==> src/rtl/edge_trap_array.sv <==
// edge_trap_array: per-channel synchronised edge trap with sticky flags, saturating counters and aggregate flag
module edge_trap_array #(
   parameter int N_CH        = 8,
   parameter int SYNC_STAGES = 2,
   parameter int CNT_W       = 4
) (
   input  logic                    clk,
   input  logic                    reset,
   input  logic [N_CH-1:0]         in,
   input  logic [2*N_CH-1:0]       mode,
   input  logic [N_CH-1:0]         clr,
   output logic [N_CH-1:0]         out,
   output logic                    any_out,
   output logic [N_CH*CNT_W-1:0]   count,
   output logic [N_CH-1:0]         overflow
);
   logic [N_CH-1:0] s, last_q, ev, out_q, out_d, ovf_q, ovf_d;
   logic [N_CH*CNT_W-1:0] cnt_q, cnt_d;
   logic any_q;
   generate
      if (SYNC_STAGES == 0) begin : g_nosync
         assign s = in;
      end else begin : g_sync
         logic [N_CH-1:0] sync_q [SYNC_STAGES];
         always_ff @(posedge clk)
            if (!reset) sync_q <= '{default: '0};
            else begin
               sync_q[0] <= in;
               for (int k = 1; k < SYNC_STAGES; k++) sync_q[k] <= sync_q[k-1];
            end
         assign s = sync_q[SYNC_STAGES-1];
      end
      for (genvar i = 0; i < N_CH; i++) begin : g_ch
         logic [CNT_W-1:0] c;
         logic sat;
         assign c   = cnt_q[i*CNT_W +: CNT_W];
         assign sat = &c;
         // mode bit 0 enables rising, bit 1 enables falling
         assign ev[i]    = (mode[2*i] & s[i] & ~last_q[i]) | (mode[2*i+1] & ~s[i] & last_q[i]);
         assign out_d[i] = ev[i] | (out_q[i] & ~clr[i]);
         assign cnt_d[i*CNT_W +: CNT_W] = clr[i] ? CNT_W'(ev[i]) :
                                          (ev[i] && !sat) ? c + CNT_W'(1) : c;
         assign ovf_d[i] = ~clr[i] & (ovf_q[i] | (ev[i] & sat));
      end
   endgenerate
   always_ff @(posedge clk)
      if (!reset) begin
         last_q <= '0;
         out_q  <= '0;
         ovf_q  <= '0;
         cnt_q  <= '0;
         any_q  <= 1'b0;
      end else begin
         last_q <= s;
         out_q  <= out_d;
         ovf_q  <= ovf_d;
         cnt_q  <= cnt_d;
         any_q  <= |out_q;
      end
   assign out      = out_q;
   assign any_out  = any_q;
   assign count    = cnt_q;
   assign overflow = ovf_q;
endmodule

==> config.mk <==
export PLATFORM = sky130hd
export DESIGN_NAME = edge_trap_array
export DESIGN_NICKNAME = d
export VERILOG_FILES = /design/src/rtl/edge_trap_array.sv
export SDC_FILE = /design/constraint.sdc
export NUM_CORES = 1
export LEC_CHECK = 0
export CAP_MARGIN = 0
export CELL_PAD_IN_SITES_DETAIL_PLACEMENT = 0
export CELL_PAD_IN_SITES_GLOBAL_PLACEMENT = 1
export CORE_MARGIN = 2
export CORE_UTILIZATION = 41
export CTS_BUF_LIST = sky130_fd_sc_hd__clkbuf_8
export CTS_CLUSTER_DIAMETER = 150
export CTS_CLUSTER_SIZE = 8
export DETAILED_ROUTE_END_ITERATION = 8
export PLACE_DENSITY = 0.94
export RECOVER_POWER = 100
export SLEW_MARGIN = 40
export SYNTH_ARGS = -nofsm -noshare
export SYNTH_HDL_FRONTEND = slang
export SYNTH_SLANG_ARGS = --single-unit
export TNS_END_PERCENT = 1
==> constraint.sdc <==
create_clock -name clk -period 3.95 [get_ports clk]
set_input_delay 0.9875 -clock clk [delete_from_list [all_inputs] [get_ports clk]]
set_output_delay 0.9875 -clock clk [all_outputs]
set_load 0.01 [all_outputs]
==> flow_summary.yaml, run 1 <==
placement:
  pre_cts_ws_ps: 1610
  dpl_cell_area_sq_mm: 0.00414
  hpwl_mm: 4.85
  io_buffer_count: 82
  gp_congestion: 0.804
clock_tree:
  clk_path_buf_depth: 2
  cts_tree: "yes"
  cts-resized-gates: 0
  cts-root-buf: "clkbuf_8"
  cts_sinks: 73
  clk_pin_slew_ps: 70
  hold_buffers: 0
  h-tree-depth: 3
  post_cts_buffers: 0
  clock_latency_ps: 330
  cts_buffers: 9
global_route:
  grt_max_degree: 49
  grt_overflow: 0
  grt_pass1_wl_mm: 10.7
  track_usage_pct: 15.5
  grt_antenna_before_repair: 0
  grt_pass1_vias: 2413
sta:
  hold_viol: 0
  clock.fmax_mhz: 346
  period_minus_slack_ps: 2890
  holdWs_ps: 434
  min_period_over_period_pct: 73.1
  finalWorstSetupSlack_ps: 1060
  max-slew-margin-rel_pct: 18.0
  setup_viol: 0
  rsz0062_at_grt: "false"
  finalClockSkew_ps: 6.82
  worst_pin_slew_ps: 1230
  setup_tns_ps: 0
  finalMaxSlewViolations: 0
floorplan:
  die_h_um: 92.6
  core_area_sq_mm: 0.00769
  initial_core_util_pct: 41.9
  die_x_um: 92.6
  ios: 83
  dieArea_sq_mm: 0.00858
  rows: 32
worst_setup_path:
  reg2reg_to: "count[11]"
  r2r-start: "count[8]"
  cp.arrival_ps: 3170
  critPathKind: "in2reg"
  r2r_cells: 5
  r2r_setup_slack_ps: 2350
  cp_max_fo: 32
  critPathRequiredTime_ps: 4230
  critPathLaunchType: "primary input"
  crit_path_end_kind: "register"
power_and_ir_drop:
  total_power_mw: 1.40
  ir_worst_vdd_mv: 0.189
  p_leak_nw: 1.92
  pwr_density_cell_mw_per_mm2: 330
drt:
  viasPerCell: 4.98
  ant_nets: 0
  firstDrtPassIters: 6
  drc: 0
  drt_iter0_markers: 56
  routedWlPerCell_um: 12.9
  via_count: 2522
  drt-total-wl_mm: 6.51
hold_path:
  hold_path.class: "reg2reg"
  hp-start: "g_sync.sync_q[9]"
  hold_path_depth: 1
  hold_path_end: "s[1]"
synthesis:
  syn-cell-area_sq_mm: 0.00322
  synth_fp_nets: 352
  synth-edff-count: 0
  synth.most_common_cell: "dfxtp_1"
  avgSynthCellArea_sq_um: 10.4
  synth_top_area_share_pct: 45.4
  syn_inst: 310
  synth_common_cells: "73 x dfxtp_1, 42 x nor2_1, 19 x and2_1, 16 x a21oi_1"
  synthFlopType: "dfxtp_1"
  ys_seq_area_share_pct: 45.4
  synth.distinct_cells: 35
  synth-seq-cells: 73
  synth_area_leader_cell: "dfxtp_1"
  async_reset_ff_share_pct: 0
  synth_warnings: 0
  yosys-top-cells-area: "dfxtp_1 45%, nand3b_4 7.5%, nor2_1 4.9%"
final_layout:
  multi_input_area_sq_mm: 0.00163
  syn2layout_area_growth_pct: 31.6
  n_antenna_cell: 0
  regArea_sq_mm: 0.00146
  fillers: 717
  drive_gt1_share_pct: 12.4
  finalNetCount: 441
  post-route-cell-area_sq_mm: 0.00424
run:
  drv_cap: 0
outcome:
  status: "complete, no violations"
==> power by group <==
part	total [mW]	internal (mW)	switching (mW)
sequential	0.766	0.753	0.0129
clock	0.514	0.255	0.259
combinational	0.118	0.0675	0.0508
==> how the worst max path moves through the flow <==
| stage | start | end | slack, ps | cells after the start |
|---|---|---|---|---|
| 2_1_floorplan | reset | s[6] | 2270 | 4 |
| 3_3_place_gp | reset | count[10] | 1670 | 4 |
| 3_5_place_dp | reset | count[10] | 1610 | 4 |
| 4_1_cts | count[12] | count[12] | 1620 | 1 |
| 5_1_grt | reset | count[23] | 800 | 5 |
| 6_report | reset | count[23] | 1060 | 5 |
==> kinds of logic after synthesis <==
logic type / after synthesis / synth area share [%]
and+or+nand+nor: 136 / 29.4
DFF: 73 / 45.4
AOI/OAI and AO/OA: 71 / 17.6
buffers and inverters: 14 / 2.02
muxes: 8 / 2.49
adders and majority gates: 8 / 3.11
==> per-layer routing <==
layer	GRT usage (%)	vias to the layer above	routed length (um)
met5	0	-	0
met4	6.62	0	91
met3	3.58	9	299
met2	25.7	59	3070
met1	19.3	1175	3050
li1	-	1279	-
==> sequential cells by signal, indices dropped and copies added (netlist names) <==
register / cells
g_sync.sync_q: 8
last_q: 8
s: 8
overflow: 8
out: 8
any_out: 1
count: 32
==> through the flow <==
step                      std cells  util, %
after floorplan                 310        -
after global placement          489     53.8
after detailed placement        489     53.8
after CTS                       505     56.1
after global routing            506     55.2
final                           506     55.2
==> area by class of cell <==
cell class / instances / area share [%]
clock buffers: 11 / 3.57
clock inverters: 5 / 0.531
inverters: 8 / 0.708
multi-input cells: 223 / 38.3
flip-flops and latches: 73 / 34.5
well taps: 102 / 3.01
repair buffers: 84 / 19.4
==> cell usage in the layout (no fill, tap or decap), types with 4 or more instances in the layout <==
cell and n:
nand2_2 6, o211ai_1 8, nand2_1 4, and2_2 5, a41o_1 8, ha_1 8
dfxtp_1 73, and2_0 11, nor2b_1 8, nand3_1 4, a211oi_1 6, clkdlybuf4s50_1 30
nand3b_4 10, nor2_1 42, inv_1 10, a21oi_1 19, a31o_1 6, o21a_1 8
and3_2 4, and2_1 8, dlygate4sd3_1 51, clkbuf_8 11, and3_1 8, mux2i_1 8
nand3b_1 13, o21ai_0 8
==> worst max-delay path, stage by stage <==
cell	delay, ps
clkbuf_1	510
clkbuf_1	970
nand2b_1	320
a211oi_1	260
a31o_1	120
Power figures use the tool's default switching activity.
==> run 2: changes to the inputs <==
Settings changed: CORE_UTILIZATION 41 to 35, PLACE_DENSITY 0.94 to 0.86.
Clock period 3.95 ns to 2.53 ns, I/O delays scaled along.
==> run 2 against run 1 <==
  * Core utilization decreased by 7.4 points
  * Largest cell class unchanged
  * Critical endpoint is now count[12]
  * Routed wire length increased by 4.9%
  * Non-clock buffer count increased by 1
  * Design area increased by 2.0%
  * Largest power group unchanged
  * Total power increased by 61%
  * Combinational power increased by 63%
  * Critical path type is now reg2out
  * Global-route usage decreased by 1.5 points
==> flow_summary.yaml, run 2 (same netlist as run 1, synthesis figures left out) <==
clock_tree:
  clk_path_buf_depth: 2
  post_cts_buffers: 0
  clock_latency_ps: 340
  cts_tree: "yes"
  cts-resized-gates: 0
  h-tree-depth: 3
  cts-root-buf: "clkbuf_8"
  cts_buffers: 9
  cts_sinks: 73
  clk_pin_slew_ps: 70
  hold_buffers: 0
placement:
  hpwl_mm: 5.05
  dpl_cell_area_sq_mm: 0.00416
  gp_congestion: 0.796
  dp_cells: 500
  io_buffer_count: 82
sta:
  setup_viol: 0
  finalClockSkew_ps: 8.75
  clock.fmax_mhz: 493
  period_minus_slack_ps: 2030
  hold_viol: 0
  worst_pin_slew_ps: 1020
  min_period_over_period_pct: 80.2
  setup_tns_ps: 0
  finalMaxSlewViolations: 0
  rsz0062_at_grt: "false"
  max-slew-margin-rel_pct: 32.0
worst_setup_path:
  critPathRequiredTime_ps: 1900
  critPathKind: "reg2out"
  slowest_stage: "dlygate4sd3_1"
  critPathLaunchType: "register"
  cp_max_fo: 5
  critical_path_buf_inv_count: 1
  crit_family: "buffers and inverters"
  cp.arrival_ps: 1400
  r2r-start: "count[12]"
  crit_start: "count[12]"
  crit_chain: "dlygate4sd3_1"
  slowest_delay_ps: 640
  crit_path_end_kind: "primary output"
global_route:
  grt_overflow: 0
  grt_pass1_vias: 2390
  track_usage_pct: 14.0
  grt_max_degree: 24
  grt_antenna_before_repair: 0
  grt_pass1_wl_mm: 11.2
final_layout:
  post-route-cell-area_sq_mm: 0.00433
  layout_commonest_cell: "dfxtp_1"
  syn2layout_area_growth_pct: 34.3
  n_antenna_cell: 0
  fillers: 858
  finalNetCount: 442
  final_cell_mix: "73 x dfxtp_1, 49 x dlygate4sd3_1, 42 x nor2_1, 32 x clkdlybuf4s50_1, 16 x a21oi_1"
  drive_gt1_share_pct: 14.1
  finalNonFillerCells: 515
  largest_register_ffs: 32
floorplan:
  core_area_sq_mm: 0.00906
  dieArea_sq_mm: 0.00999
  rows: 35
  die_h_um: 99.9
  initial_core_util_pct: 35.5
  ios: 83
  die_x_um: 99.9
hold_path:
  hp-start: "g_sync.sync_q[14]"
  hold_path.class: "reg2reg"
power_and_ir_drop:
  ir_worst_vdd_mv: 0.335
  pwr_density_cell_mw_per_mm2: 521
  p_leak_nw: 1.96
drt:
  firstDrtPassIters: 4
  drt_iter0_markers: 32
  drt-total-wl_mm: 6.83
  ant_nets: 0
  viasPerCell: 4.92
  routedWlPerCell_um: 13.3
  drc: 0
  via_count: 2532
run:
  drv_cap: 0
outcome:
  status: "complete, no violations"
## run 2: cell types whose count changed in the layout (fill, tap and decap cells not counted), sizes merged
| cell | delta |
|---|---|
| inv | -2 |
| bufinv | +1 |
| clkdlybuf4s50 | +2 |
| clkbuf | -2 |
| dlygate4sd3 | -2 |
| buf | +1 |
| clkinvlp | +2 |
## run 2: layout make-up
cell class	count	area [sq um]	area share [%]
clock buffers	9	124	2.86
clock inverters	6	60.1	1.39
inverters	8	30.0	0.694
multi-input cells	223	1680	38.9
flip-flops and latches	73	1460	33.8
well taps	111	139	3.21
repair buffers	85	830	19.2
## run 2: power by group
part           leakage [nW]  internal (mW)  switching [mW]
clock network        0.0909          0.445           0.422
logic                  1.28          0.110          0.0818
registers             0.593           1.17          0.0208
## run 2: layer usage
metal	part of all wire [%]	vias up	routed length, um	GRT usage [%]
met1	46	1189	3110	16.6
met4	0.56	0	38	3.06
met3	6.9	4	472	6.06
li1	-	1275	-	-
met2	47	64	3200	23.4
met5	0	-	0	0
## run 2: final timing paths
path | end | slack (ps) | depth (start not counted)
setup / recovery | count[12] | 500 | 1
hold / removal | s[6] | 440 | 1
setup reg to reg | count[15] | 1120 | 5
hold reg to reg | s[6] | 440 | 1
## run 2: stage by stage
stage	util, %	setup WS (ps)	hold slack (ps)	power [mW]
6_report	47.7	501	436	2.25
3_3_place_gp	45.9	693	414	1.42
4_1_cts	48.0	538	439	2.31
3_5_place_dp	45.9	648	419	1.42
2_1_floorplan	-	1200	412	1.32
5_1_grt	47.7	254	453	2.36
==> run 3: changes to the inputs <==
Clock period 2.53 ns to 1.6 ns, I/O delays scaled along.
==> run 3 against run 2 <==
  * Sequential cell count unchanged
  * Core utilization is 0.46 points lower
  * Combinational power grew 57%
  * Sequential share of layout area grew 0.35 points
  * Register-to-register slack got worse by 970 ps
  * Global-route usage is 0.47 points higher
  * Total power grew 62%
  * Clock skew is 1.7 ps lower
  * Largest cell class unchanged
  * Highest routed layer unchanged
==> flow_summary.yaml, run 3 (same netlist as run 1, synthesis figures left out) <==
floorplan:
  die_x_um: 99.9
  core_area_sq_mm: 0.00906
  die_h_um: 99.9
  rows: 35
  initial_core_util_pct: 35.5
  ios: 83
  dieArea_sq_mm: 0.00999
global_route:
  grt_pass1_wl_mm: 11.7
  grt_pass1_vias: 2519
  grt_antenna_before_repair: 0
  track_usage_pct: 14.4
  grt_overflow: 0
  grt_max_degree: 30
drt:
  drt-total-wl_mm: 6.76
  firstDrtPassIters: 6
  viasPerCell: 4.94
  drt_iter0_markers: 55
  via_count: 2575
  drc: 0
  routedWlPerCell_um: 13.0
  ant_nets: 0
sta:
  finalMaxSlewViolations: 0
  setup_viol: 0
  hold_viol: 0
  min_period_over_period_pct: 90.5
  period_minus_slack_ps: 1450
  setup_tns_ps: 0
  rsz0062_at_grt: "false"
  finalClockSkew_ps: 7.04
  worst_pin_slew_ps: 431
  clock.fmax_mhz: 690
  max-slew-margin-rel_pct: 71.2
clock_tree:
  h-tree-depth: 3
  clk_pin_slew_ps: 80
  clk_path_buf_depth: 2
  cts-root-buf: "clkbuf_8"
  cts_sinks: 73
  cts_tree: "yes"
  hold_buffers: 0
  cts_buffers: 9
  clock_latency_ps: 330
worst_setup_path:
  slowest_stage: "dfxtp_1"
  crit_path_end_kind: "register"
  crit_chain: "ha_1, and3_1, a21oi_2, a211oi_2, a31o_1"
  critPathRequiredTime_ps: 1830
  cp_max_fo: 5
  r2r_cells: 5
  critPathKind: "reg2reg"
  reg2reg_to: "count[11]"
  critPathLaunchType: "register"
  slowest_delay_ps: 360
  cp.arrival_ps: 1680
  r2r-start: "count[8]"
  r2r_setup_slack_ps: 150
final_layout:
  finalNetCount: 447
  largest_register_ffs: 32
  layout_commonest_cell: "dfxtp_1"
  drive_gt1_share_pct: 13.7
  final_cell_mix: "72 x dfxtp_1, 48 x dlygate4sd2_1, 42 x nor2_1, 27 x clkdlybuf4s50_1, 17 x a21oi_1"
  syn2layout_area_growth_pct: 33.0
  n_antenna_cell: 0
  fin_util_pct: 47.3
power_and_ir_drop:
  p_leak_nw: 2.02
  pwr_density_cell_mw_per_mm2: 850
  ir_worst_vdd_mv: 0.464
  total_power_mw: 3.64
run:
  drv_cap: 0
placement:
  gp_congestion: 0.787
  io_buffer_count: 82
  hpwl_mm: 5.14
outcome:
  status: "complete, no violations"
hold_path:
  hp-start: "g_sync.sync_q[14]"
  hold_path.class: "reg2reg"
  hold_path_end: "s[6]"
  hold_path_depth: 1
==> run 3: changes by cell type in the layout (fill, tap and decap cells not counted), moves of 5 or more <==
cell             change
buf_4                +5
clkdlybuf4s50_1      -5
dlygate4sd2_1       +48
dlygate4sd3_1       -44
nand2_1              +5
nand2_2              -5
==> run 3: metal layers <==
metal | global-route usage, % | routed length (um)
met5 | 0 | 0
met4 | 3.16 | 17
met3 | 5.92 | 427
met2 | 24.3 | 3260
met1 | 17.4 | 3050
==> run 3: power by group <==
part,internal [mW],switching [mW]
Combinational,0.172,0.128
Clock,0.800,0.654
Sequential,1.86,0.0316
Total,2.83,0.814
==> run 3: worst max-delay path: cells and delay by family, from the launching register on <==
kind,cells,cell delay (ps)
flip-flops,1,360
AO/OA/AOI/OAI,3,510
AND/OR/NAND/NOR,1,240
adder cells (fa/ha/maj),1,240
==> run 3: worst max-delay path by stage <==
stage,from,endpoint
5_1_grt,count[16],count[19]
3_3_place_gp,mode[10],count[23]
2_1_floorplan,count[12],count[15]
4_1_cts,count[6],count[6]
6_report,count[8],count[11]
3_5_place_dp,mode[10],count[23]
==> run 3: metrics by stage <==
stage / hold WS, ps / instance area [sq um] / std cells / worst slack (ps)
global placement: 414 / 4210 / 505 / 0.534
detailed placement: 420 / 4210 / 505 / -21.1
global route: 461 / 4290 / 521 / 61.3
floorplan: 412 / 3220 / 310 / 277
CTS: 375 / 4380 / 521 / -64.5
finish: 438 / 4290 / 521 / 151
==> run 3: final cells by class <==
cell class,count,area [sq um]
clock buffers,11,151
fillers,856,4780
clock inverters,5,55.1
multi-input cells,223,1620
repair buffers,90,825
inverters,8,30.0
well taps,111,139
flip-flops and latches,73,1460
==> run 3: what timing repair did <==
action,4_1_cts,5_1_grt
setup buffers,0,0
gates resized for setup,61,1
setup endpoints to repair,49,1
gates cloned,0,0
